**src/rtl/fetch_pkg.sv**
```systemverilog
// Shared types and constants for the instruction fetch slice.
package fetch_pkg;

    localparam int INSTR_W = 32;
    localparam int PC_W    = 32;
    localparam int PC_STEP = 4;

    localparam logic [PC_W-1:0] DEFAULT_RESET_PC = 32'h0;

    typedef struct packed {
        logic [INSTR_W-1:0] instr;
        logic [PC_W-1:0]    pc;
    } fetch_entry_t;

endpackage

```
**src/rtl/fetch_queue.sv**
```systemverilog
// Synchronous FIFO of fetched instructions with PC, plus single-cycle flush.
module fetch_queue
    import fetch_pkg::*;
#(
    parameter int DEPTH = 4
) (
    input  logic                     clk,
    input  logic                     rst,
    input  logic                     flush,
    input  logic                     push,
    input  fetch_entry_t             push_data,
    input  logic                     pop,
    output fetch_entry_t             head,
    output logic [$clog2(DEPTH):0]   count,
    output logic                     full,
    output logic                     empty
);

    localparam int AW = $clog2(DEPTH);

    fetch_entry_t     mem [DEPTH];
    logic [AW-1:0]    rd_ptr;
    logic [AW-1:0]    wr_ptr;
    logic [AW:0]      count_q;

    // Storage is cleared on reset so the head reads zero before the first push.
    always_ff @(posedge clk or negedge rst) begin
        if (!rst) begin
            rd_ptr  <= '0;
            wr_ptr  <= '0;
            count_q <= '0;
            for (int unsigned i = 0; i < DEPTH; i++) begin
                mem[i] <= '0;
            end
        end else if (flush) begin
            rd_ptr  <= '0;
            wr_ptr  <= '0;
            count_q <= '0;
        end else begin
            if (push) begin
                mem[wr_ptr] <= push_data;
                wr_ptr      <= wr_ptr + AW'(1);
            end
            if (pop) begin
                rd_ptr <= rd_ptr + AW'(1);
            end
            case ({push, pop})
                2'b10:   count_q <= count_q + (AW+1)'(1);
                2'b01:   count_q <= count_q - (AW+1)'(1);
                default: count_q <= count_q;
            endcase
        end
    end

    always_comb begin
        head  = mem[rd_ptr];
        count = count_q;
        full  = (count_q == (AW+1)'(DEPTH));
        empty = (count_q == '0);
    end

endmodule

```
**src/rtl/fetch_unit.sv**
```systemverilog
// Instruction fetch: PC sequencing, one-cycle external memory read, and an
// instruction queue with redirect flush. WIDTH is expected to be at most PC_W.
module fetch_unit
    import fetch_pkg::*;
#(
    parameter int               WIDTH    = 32,
    parameter int               DEPTH    = 4,
    parameter logic [WIDTH-1:0] RESET_PC = WIDTH'(DEFAULT_RESET_PC)
) (
    input  logic               clk,
    input  logic               rst,
    input  logic               PCsrc,
    input  logic [WIDTH-1:0]   branch_pc,
    input  logic [WIDTH-1:0]   ImmOp,
    output logic               imem_en,
    output logic [WIDTH-1:0]   imem_addr,
    input  logic [INSTR_W-1:0] imem_rdata,
    output logic [INSTR_W-1:0] instr,
    output logic [WIDTH-1:0]   instr_pc,
    output logic               instr_valid,
    input  logic               instr_ready
);

    localparam int CW = $clog2(DEPTH) + 1;

    logic [WIDTH-1:0] pc_q;
    logic [WIDTH-1:0] inflight_pc_q;
    logic             inflight_q;
    logic [WIDTH-1:0] target;
    logic [CW:0]      occupancy;
    logic [CW-1:0]    q_count;
    logic             q_full;
    logic             q_empty;
    logic             push;
    logic             pop;
    fetch_entry_t     push_entry;
    fetch_entry_t     head;

    // In-flight requests reserve a queue slot so a response always has room.
    always_comb begin
        occupancy        = {1'b0, q_count} + (CW+1)'(inflight_q);
        target           = branch_pc + ImmOp;
        target[1:0]      = 2'b00;
        imem_en          = rst && !PCsrc && !q_full && (occupancy < (CW+1)'(DEPTH));
        push             = inflight_q && !PCsrc;
        pop              = !q_empty && instr_ready;
        push_entry.instr = imem_rdata;
        push_entry.pc    = PC_W'(inflight_pc_q);
    end

    always_ff @(posedge clk or negedge rst) begin
        if (!rst) begin
            pc_q          <= RESET_PC;
            inflight_q    <= 1'b0;
            inflight_pc_q <= '0;
        end else if (PCsrc) begin
            pc_q       <= target;
            inflight_q <= 1'b0;
        end else begin
            inflight_q <= imem_en;
            if (imem_en) begin
                pc_q          <= pc_q + WIDTH'(PC_STEP);
                inflight_pc_q <= pc_q;
            end
        end
    end

    fetch_queue #(
        .DEPTH(DEPTH)
    ) u_queue (
        .clk       (clk),
        .rst       (rst),
        .flush     (PCsrc),
        .push      (push),
        .push_data (push_entry),
        .pop       (pop),
        .head      (head),
        .count     (q_count),
        .full      (q_full),
        .empty     (q_empty)
    );

    assign imem_addr   = pc_q;
    assign instr       = head.instr;
    assign instr_pc    = WIDTH'(head.pc);
    assign instr_valid = !q_empty;

endmodule

```
**config.mk**
```make
export PLATFORM = sky130hd
export DESIGN_NAME = fetch_unit
export DESIGN_NICKNAME = d
export VERILOG_FILES = /design/src/rtl/fetch_pkg.sv /design/src/rtl/fetch_queue.sv /design/src/rtl/fetch_unit.sv
export SDC_FILE = /design/constraint.sdc
export NUM_CORES = 1
export LEC_CHECK = 0
export BUFFER_PORTS_ARGS = -buffer_cell sky130_fd_sc_hd__buf_2
export CELL_PAD_IN_SITES_DETAIL_PLACEMENT = 1
export CELL_PAD_IN_SITES_GLOBAL_PLACEMENT = 1
export CORE_MARGIN = 2
export CORE_UTILIZATION = 48
export DETAILED_ROUTE_END_ITERATION = 12
export MAX_ROUTING_LAYER = met4
export PLACE_DENSITY = 0.88
export SLEW_MARGIN = 10
export SYNTH_ARGS = -nofsm -noshare
export SYNTH_HDL_FRONTEND = slang
export SYNTH_SLANG_ARGS = --single-unit
```
**constraint.sdc**
```tcl
create_clock -name clk -period 3.1 [get_ports clk]
set_input_delay 0.62 -clock clk [delete_from_list [all_inputs] [get_ports clk]]
set_output_delay 0.62 -clock clk [all_outputs]
set_load 0.02 [all_outputs]
```
==> flow_metrics.py, run 1 <==
metrics = {
    "yosys": {
        "synth-seq-cells": 316,
        "synth_top_area_share_pct": 51.43,
        "synth_cell_types": 58,
        "synth_area_leaders": "dfrtp_1 51%, mux2_2 18%, mux4_2 9.1%",
        "synthArstFlopShare_pct": 100.0,
        "syn-cell-area_mm2": 0.01538,
        "synth_edf_count": 0,
        "seq_area_frac_synth_pct": 51.43,
        "synth_cells": 1185,
        "yosys_warnings": 0,
        "yosys_most_used_dff": "dfrtp_1",
        "syn_area_per_cell_um2": 12.98,
        "yosys.area.top_type": "dfrtp_1",
    },
    "detailed_routing": {
        "wl_per_cell_um": 22.45,
        "remaining_drc_errors": 0,
        "num_vias": 10560,
        "maxUsedRoutingLayer": "met4",
        "dr_wl_met3_um": 2306,
        "wirelength_um": 40800,
        "met2_wirelength_um": 20950,
        "via_per_inst": 5.810,
        "first_pass_iters": 5,
        "m1WireLength_um": 16850,
        "final_antenna_net_count": 0,
        "drt_iter0_markers": 578,
    },
    "setup_path": {
        "required_ps": 2480,
        "path_max_fanout": 13,
        "startpoint_type": "flip-flop",
        "critPathArrivalTime_ps": 2210,
        "crit_type": "reg -> out",
        "worst_setup_path_end_kind": "output port",
    },
    "placed_design": {
        "place_inst": 1755,
        "hpwlAfterDp_um": 27380,
        "port_buffers": 193,
        "gp_congestion": 0.9122,
    },
    "clocking": {
        "post_cts_resized": 0,
        "tritoncts": "done",
        "cts_hold_buffers": 0,
        "worstSkewPairLatency_ps": 510,
        "cts_sinks": 316,
        "cts_root_buf": "clkbuf_16",
        "clkTransAtPathRegs_ps": 60,
        "htreeDepth": 2,
        "cts_buffers": 34,
        "post-cts-setup-buffers": 0,
        "clk_path_buf_depth": 3,
    },
    "grt": {
        "gr-total-overflow": 0,
        "grt_pass1_wl_um": 65760,
        "grt_pass1_vias": 11820,
        "antenna_found_initial": 2,
        "grt_max_degree": 193,
        "track_usage_pct": 25.60,
    },
    "timing": {
        "setup_viol": 0,
        "rsz0062_at_grt": "no",
        "skew_ps": 30.51,
        "drv_slew": 0,
        "fin_setup_tns_ps": 0,
        "fmax_ghz": 0.3536,
        "period_minus_slack_ps": 2828,
        "min_period_over_period_pct": 91.23,
        "finalHoldViolCount": 0,
        "tightest_slew_ps": 1087,
        "slew_headroom_pct": 27.55,
    },
    "power": {
        "vdd_drop_max_mv": 0.4286,
        "total_power_mw": 16.43,
        "p_per_area_mw_per_mm2": 904.1,
        "p_leak_nw": 8.709,
    },
    "run_status": {
        "status": "finished clean",
    },
    "floorplan": {
        "rows": 65,
        "num_io_pins": 198,
        "die_x_um": 183.0,
        "core_mm2": 0.03156,
        "initial_core_util_pct": 48.73,
        "die_h_um": 183.0,
        "die-area_mm2": 0.03348,
    },
    "run": {
        "max_cap_violations": 0,
    },
    "layout": {
        "syn_to_final_growth_pct": 18.21,
        "layout_commonest_cell": "dfrtp_1",
        "drive_above_1_share_pct": 43.10,
        "mostFrequentLayoutCells": "314 x dfrtp_1, 244 x mux2_2, 192 x buf_2, 135 x nand2_1, 62 x mux4_2",
        "final_net_count": 1525,
        "instances_no_fill": 1817,
    },
    "worst_hold_path": {
        "hold_class": "in -> async",
    },
}
## metal layers
layer | up-vias | GRT usage [%]
met1 | 5500 | 30.54
met3 | 47 | 5.342
met4 | 0 | 5.760
met5 | - | -
met2 | 267 | 44.83
li1 | 4743 | -
## path summary, 6_finish.rpt
| kind | startpoint | end | slack, ps | depth (start not counted) |
|---|---|---|---|---|
| min | rst | u_queue.mem[68] | 190 | 2 |
| min reg2reg | u_queue.mem[201] | u_queue.mem[201] | 490 | 2 |
| max reg2reg | u_queue.count[2] | imem_addr[29] | 660 | 8 |
| max in group asynchronous | rst | u_queue.mem[33] | 1420 | 3 |
| min in group clk | imem_rdata[25] | u_queue.mem[57] | 400 | 2 |
| max | u_queue.rd_ptr[0] | instr_pc[28] | 270 | 3 |
## cell usage after synthesis, types with 7 or more instances
cell type  count
nor3_1         9
and3_1        12
nand3_1       19
nand4_1       13
clkbuf_1      52
nand2_1      139
a211oi_1       8
a21oi_1       42
ha_1          35
xor2_1        28
xnor2_1       16
mux2i_1        7
nor2_1        39
a21o_1        10
mux4_2        62
inv_1         14
o21ai_0       25
mux2_2       244
dfrtp_1      316
buf_1          8
nor2b_1        7
## critical path, cell delays in order, from the launching register on
cell and delay (ps):
dfrtp_4 610, buf_4 340, mux4_2 540, buf_2 200
## sequential cells by signal, indices dropped and copies added, names as in the netlist
| signal | flops |
|---|---|
| u_queue.wr_ptr | 2 |
| u_queue.count | 3 |
| imem_addr | 30 |
| u_queue.mem | 248 |
| u_queue.rd_ptr | 2 |
| inflight_pc_q | 30 |
| inflight_q | 1 |
## cells by family (layout without fill, tap and decap cells)
logic type / after synthesis / in the layout / share of synthesized area (%)
compound gates: 129 / 129 / 5.631
xor+xnor: 44 / 44 / 2.506
fa+ha+maj: 36 / 36 / 2.978
buf+inv: 78 / 303 / 2.002
flops: 316 / 316 / 51.43
mux: 313 / 313 / 27.41
other cells: 1 / 6 / 0.02439
simple gates: 268 / 268 / 8.023
## layout make-up
cell class	count	area, µm²
Antenna cell	2	5.005
Clock buffer	45	963.4
Clock inverter	15	211.5
Fill cell	3146	13380
Inverter	14	52.55
Multi-Input combinational cell	794	7182
Sequential cell	316	7913
Tap cell	402	503.0
Timing Repair Buffer	229	1346
## per-stage QoR
stage | utilization [%] | setup slack [ps] | area (µm²) | hold slack [ps]
floorplan | - | 122.7 | 15390 | 324.4
global placement | 53.86 | -92.31 | 17000 | 457.6
detailed placement | 53.86 | -199.4 | 17000 | 478.6
CTS | 57.59 | 230.5 | 18170 | 189.2
global route | 57.60 | 173.7 | 18180 | 223.1
finish | 57.60 | 272.0 | 18180 | 194.3
## power breakdown
group | switching [mW] | internal [mW] | total (mW) | leakage (nW)
registers | 1.09 | 5.39 | 6.48 | 4.07
clock network | 1.66 | 2.61 | 4.27 | 0.572
logic | 2.99 | 2.69 | 5.68 | 4.06
total | 5.74 | 10.7 | 16.4 | 8.71
No activity file was read; power rests on OpenSTA's default activity.
==> run 2: changes to the inputs <==
==> constraint.sdc (replaced) <==
create_clock -name clk -period 3.1 [get_ports clk]
set_input_delay 0.93 -clock clk [delete_from_list [all_inputs] [get_ports clk]]
set_output_delay 0.93 -clock clk [all_outputs]
set_load 0.02 [all_outputs]
==> run 2 against run 1 <==
Clock skew fell by 8.9 ps. Sequential share of layout area shrank 0.37 points. Largest power group unchanged. Utilization rose by 0.49 points.
==> flow_metrics.py, run 2 (same netlist as run 1, synthesis figures left out) <==
metrics = {
    "run_status": {
        "status": "finished clean",
    },
    "placed_design": {
        "place_area_mm2": 0.01721,
        "post-place-ws_ps": -305.1,
        "hpwlAfterDp_um": 28500,
        "place_inst": 1783,
        "gp_congestion": 0.8752,
        "port_buffers": 193,
    },
    "floorplan": {
        "rows": 65,
        "die-area_mm2": 0.03348,
        "num_io_pins": 198,
        "die_x_um": 183.0,
        "die_h_um": 183.0,
        "core_mm2": 0.03156,
        "initial_core_util_pct": 48.73,
    },
    "grt": {
        "track_usage_pct": 25.66,
        "grt_max_degree": 186,
        "grt_pass1_vias": 12080,
        "grt_pass1_wl_um": 65740,
        "antenna_found_initial": 1,
        "gr-total-overflow": 0,
    },
    "setup_path": {
        "crit_chain": "buf_2, nor3b_1, nand2_1, inv_1, buf_2",
        "path_max_fanout": 4,
        "critPathArrivalTime_ps": 2120,
        "crit_top_cell": "buf_2",
        "startpoint_type": "input port",
        "crit_type": "in -> out",
        "slowest_delay_ps": 430,
        "r2r-start": "u_queue.count[0]",
        "required_ps": 2170,
        "cp_slowest_cell": "nor3b_1",
        "cp-startpoint": "PCsrc",
        "worst_setup_path_end_kind": "output port",
    },
    "clocking": {
        "clkTransAtPathRegs_ps": 60,
        "tritoncts": "done",
        "cts_root_buf": "clkbuf_16",
        "htreeDepth": 2,
        "cts_buffers": 34,
        "worstSkewPairLatency_ps": 500,
        "post_cts_resized": 0,
        "cts_sinks": 316,
        "clk_path_buf_depth": 3,
        "cts_hold_buffers": 0,
        "post-cts-setup-buffers": 2,
    },
    "run": {
        "max_cap_violations": 0,
    },
    "detailed_routing": {
        "via_per_inst": 5.739,
        "drt_iter0_markers": 503,
        "first_pass_iters": 4,
        "final_antenna_net_count": 0,
        "remaining_drc_errors": 0,
        "wl_per_cell_um": 22.14,
        "num_vias": 10580,
        "wirelength_um": 40830,
    },
    "timing": {
        "slew_headroom_pct": 28.35,
        "min_period_over_period_pct": 98.25,
        "rsz0062_at_grt": "no",
        "drv_slew": 0,
        "timing.hold.ws_ps": 501.5,
        "period_minus_slack_ps": 3046,
        "fin_setup_tns_ps": 0,
        "finalHoldViolCount": 0,
        "tightest_slew_ps": 1075,
        "skew_ps": 21.63,
        "worst_slack_ps": 54.12,
        "fmax_ghz": 0.3283,
        "setup_viol": 0,
    },
    "power": {
        "p_leak_nw": 8.816,
        "vdd_drop_max_mv": 0.4426,
        "p_per_area_mw_per_mm2": 884.8,
        "total_power_mw": 16.22,
    },
    "layout": {
        "final_net_count": 1555,
        "largest-register": "u_queue.mem",
        "instances_no_fill": 1844,
        "fin_util_pct": 58.09,
        "mostFrequentLayoutCells": "314 x dfrtp_1, 244 x mux2_2, 192 x buf_2, 135 x nand2_1, 62 x mux4_2",
        "syn_to_final_growth_pct": 19.21,
        "fin_area_mm2": 0.01833,
        "fill_cells": 3174,
        "largest_register_ffs": 248,
        "layout_commonest_cell": "dfrtp_1",
        "drive_above_1_share_pct": 44.21,
    },
    "worst_hold_path": {
        "hold_start": "u_queue.mem[159]",
        "hold_class": "reg -> reg",
    },
}
run 2: layer usage:
metal | wire (µm) | global-route usage, % | vias to the layer above
li1 | - | - | 4792
met1 | 16400 | 29.61 | 5458
met2 | 21150 | 45.32 | 259
met3 | 2188 | 5.361 | 74
met4 | 1088 | 7.392 | 0
met5 | 0 | - | -
run 2: power by group:
part | internal (mW) | switching [mW]
registers | 5.39 | 1.06
clock network | 2.41 | 1.57
logic | 2.76 | 3.03
run 2: worst max-delay path, delay by kind of cell:
| kind | cells | cell delay (ps) |
|---|---|---|
| AND/OR/NAND/NOR | 2 | 650 |
| buffers and inverters | 3 | 540 |
run 2: cell type report:
type                            instances  area, µm²  share of cell area (%)
Antenna cell                            1      2.502                 0.01365
Tap cell                              402      503.0                   2.744
Multi-Input combinational cell        794       7207                   39.32
Timing Repair Buffer                  259       1546                   8.437
Sequential cell                       316       7913                   43.17
Clock inverter                          4      48.80                  0.2662
Inverter                               14      52.55                  0.2867
Clock buffer                           54       1057                   5.768
run 2: path summary, 6_finish.rpt:
path                            cells past startpoint          endpoint  slack (ps)
worst max-delay path                                5           imem_en          50
worst min-delay path                                1  u_queue.mem[159]         500
worst max register to register                      8  u_queue.count[2]         580
worst min register to register                      1  u_queue.mem[159]         500
max in group asynchronous                           3  u_queue.mem[232]        1040
min in group asynchronous                           2  u_queue.mem[178]         540
==> run 3: changes to the inputs <==
Settings changed: SETUP_SLACK_MARGIN set to 0.4.
==> run 3 against run 2 <==
Setup slack better by 94 ps. Via count is 3.9% higher. Register-to-register slack about the same. Sequential cell count unchanged. Critical path type is now reg -> out. Largest power group is now combinational cells. Highest routed layer unchanged.
==> flow_metrics.py, run 3 (same netlist as run 1, synthesis figures left out) <==
metrics = {
    "run_status": {
        "status": "finished clean",
    },
    "floorplan": {
        "die_x_um": 183.0,
        "core_mm2": 0.03156,
        "die_h_um": 183.0,
        "rows": 65,
        "initial_core_util_pct": 48.73,
        "num_io_pins": 198,
        "die-area_mm2": 0.03348,
    },
    "timing": {
        "slew_headroom_pct": 36.82,
        "skew_ps": 24.50,
        "setup_viol": 0,
        "drv_slew": 0,
        "fmax_ghz": 0.3388,
        "finalHoldViolCount": 0,
        "period_minus_slack_ps": 2952,
        "min_period_over_period_pct": 95.22,
        "fin_setup_tns_ps": 0,
        "rsz0062_at_grt": "yes",
        "tightest_slew_ps": 947.8,
        "worst_slack_ps": 148.2,
    },
    "setup_path": {
        "reg2reg_slack_ps": 590,
        "reg2reg_depth": 9,
        "path_delay_family": "buffers and inverters",
        "cp_slowest_cell": "mux4_2",
        "r2r-start": "imem_addr[2]",
        "critPathArrivalTime_ps": 2020,
        "cp.depth": 4,
        "crit_type": "reg -> out",
        "crit_chain": "buf_4, buf_12, mux4_2, buf_2",
        "r2r-end": "imem_addr[30]",
        "startpoint_type": "flip-flop",
        "slowest_delay_ps": 540,
        "crit_end": "instr_pc[5]",
        "worst_setup_path_end_kind": "output port",
        "cp_num_buf_inv": 3,
        "path_max_fanout": 7,
        "cp-startpoint": "u_queue.rd_ptr[0]",
        "required_ps": 2170,
    },
    "placed_design": {
        "place_inst": 1775,
        "place_area_mm2": 0.01725,
        "post-place-ws_ps": -201.7,
        "gp_congestion": 0.8917,
        "port_buffers": 193,
        "hpwlAfterDp_um": 27490,
    },
    "grt": {
        "top_usage_layer": "met2",
        "gr-total-overflow": 0,
        "grt_max_degree": 160,
        "use_met1_pct": 32.55,
        "antenna_found_initial": 0,
        "use_met3_pct": 4.885,
        "track_usage_pct": 27.24,
        "grt_pass1_wl_um": 69460,
        "use_met2_pct": 47.77,
        "grt_pass1_vias": 12210,
    },
    "detailed_routing": {
        "first_pass_iters": 4,
        "num_vias": 10990,
        "wl_per_cell_um": 24.26,
        "final_antenna_net_count": 0,
        "drt_iter0_markers": 673,
        "remaining_drc_errors": 0,
        "via_per_inst": 5.895,
        "wirelength_um": 45250,
    },
    "clocking": {
        "cts_root_buf": "clkbuf_16",
        "htreeDepth": 2,
        "cts_hold_buffers": 0,
        "tritoncts": "done",
        "cts_sinks": 316,
        "clk_path_buf_depth": 3,
        "worstSkewPairLatency_ps": 520,
        "clkTransAtPathRegs_ps": 60,
        "cts_buffers": 36,
    },
    "run": {
        "max_cap_violations": 0,
    },
    "layout": {
        "layout_commonest_cell": "dfrtp_1",
        "drive_above_1_share_pct": 46.96,
        "antenna_cells": 0,
        "seq_area_mm2": 0.007915,
        "instances_no_fill": 1865,
        "largest_register_ffs": 248,
        "multi_input_area_mm2": 0.007436,
        "fin_area_mm2": 0.01933,
        "syn_to_final_growth_pct": 25.71,
        "largest-register": "u_queue.mem",
        "final_net_count": 1572,
        "fill_cells": 3070,
        "mostFrequentLayoutCells": "314 x dfrtp_1, 244 x mux2_2, 154 x buf_2, 134 x nand2_1, 62 x mux4_2",
    },
    "power": {
        "vdd_drop_max_mv": 0.4725,
        "p_per_area_mw_per_mm2": 928.9,
        "total_power_mw": 17.95,
        "p_leak_nw": 9.159,
    },
    "worst_hold_path": {
        "hold_class": "reg -> reg",
    },
}
run 3: changes by cell type in the layout (fill, tap and decap cells not counted), moves of 5 or more:
cell	delta
buf_12	+5
bufinv_16	+5
a21oi_1	-6
buf_6	+40
buf_2	-38
run 3: layout make-up:
class	instances	area share, %
tap	402	2.602
clock inverter	14	1.230
sequential	316	40.95
clock buffer	51	5.587
multi-input combinational	794	38.47
inverter	14	0.2719
timing repair buffer	274	10.89
run 3: stage by stage:
step	hold slack (ps)	util [%]
floorplan	444.6	-
global placement	460.0	54.67
detailed placement	475.5	54.67
CTS	489.4	60.18
global route	517.0	61.25
finish	484.7	61.25
run 3: how the worst min path moves through the flow:
stage,start,endpoint,slack [ps],cells after the start
finish,u_queue.mem[9],u_queue.mem[9],480,2
CTS,u_queue.mem[9],u_queue.mem[9],490,2
global placement,u_queue.mem[137],u_queue.mem[137],460,2
global route,u_queue.mem[200],u_queue.mem[200],520,1
detailed placement,u_queue.mem[9],u_queue.mem[9],480,2
floorplan,u_queue.mem[73],u_queue.mem[73],440,2
run 3: report_power, final:
part           internal [mW]  total (mW)  switching [mW]
sequential              5.39        6.48            1.08
clock                   2.94        4.67            1.73
combinational           3.43        6.81            3.38
run 3: worst reg2reg max path, delay by kind of cell (launching register included):
kind | cells | cell delay (ps)
AO/OA/AOI/OAI | 1 | 140
adder cells (fa/ha/maj) | 1 | 290
flip-flops | 1 | 460
AND/OR/NAND/NOR | 5 | 1040
buffers and inverters | 1 | 160
XOR/XNOR | 1 | 280
run 3: timing repair:
| action | 4_1_cts | 5_1_grt |
|---|---|---|
| buffers inserted | 13 | 8 |
| gates resized for setup | 54 | 67 |
| endpoints found under the hold margin | 0 | 0 |
| gates cloned | 3 | 1 |
| setup endpoints to repair | 72 | 82 |
| pin swaps | 8 | 23 |
run 3: metal layers:
layer  share of wire (%)  wire length (µm)
met5                   0                 0
met4                 2.0               905
met3                 4.9              2222
met2                  52             23610
met1                  41             18520
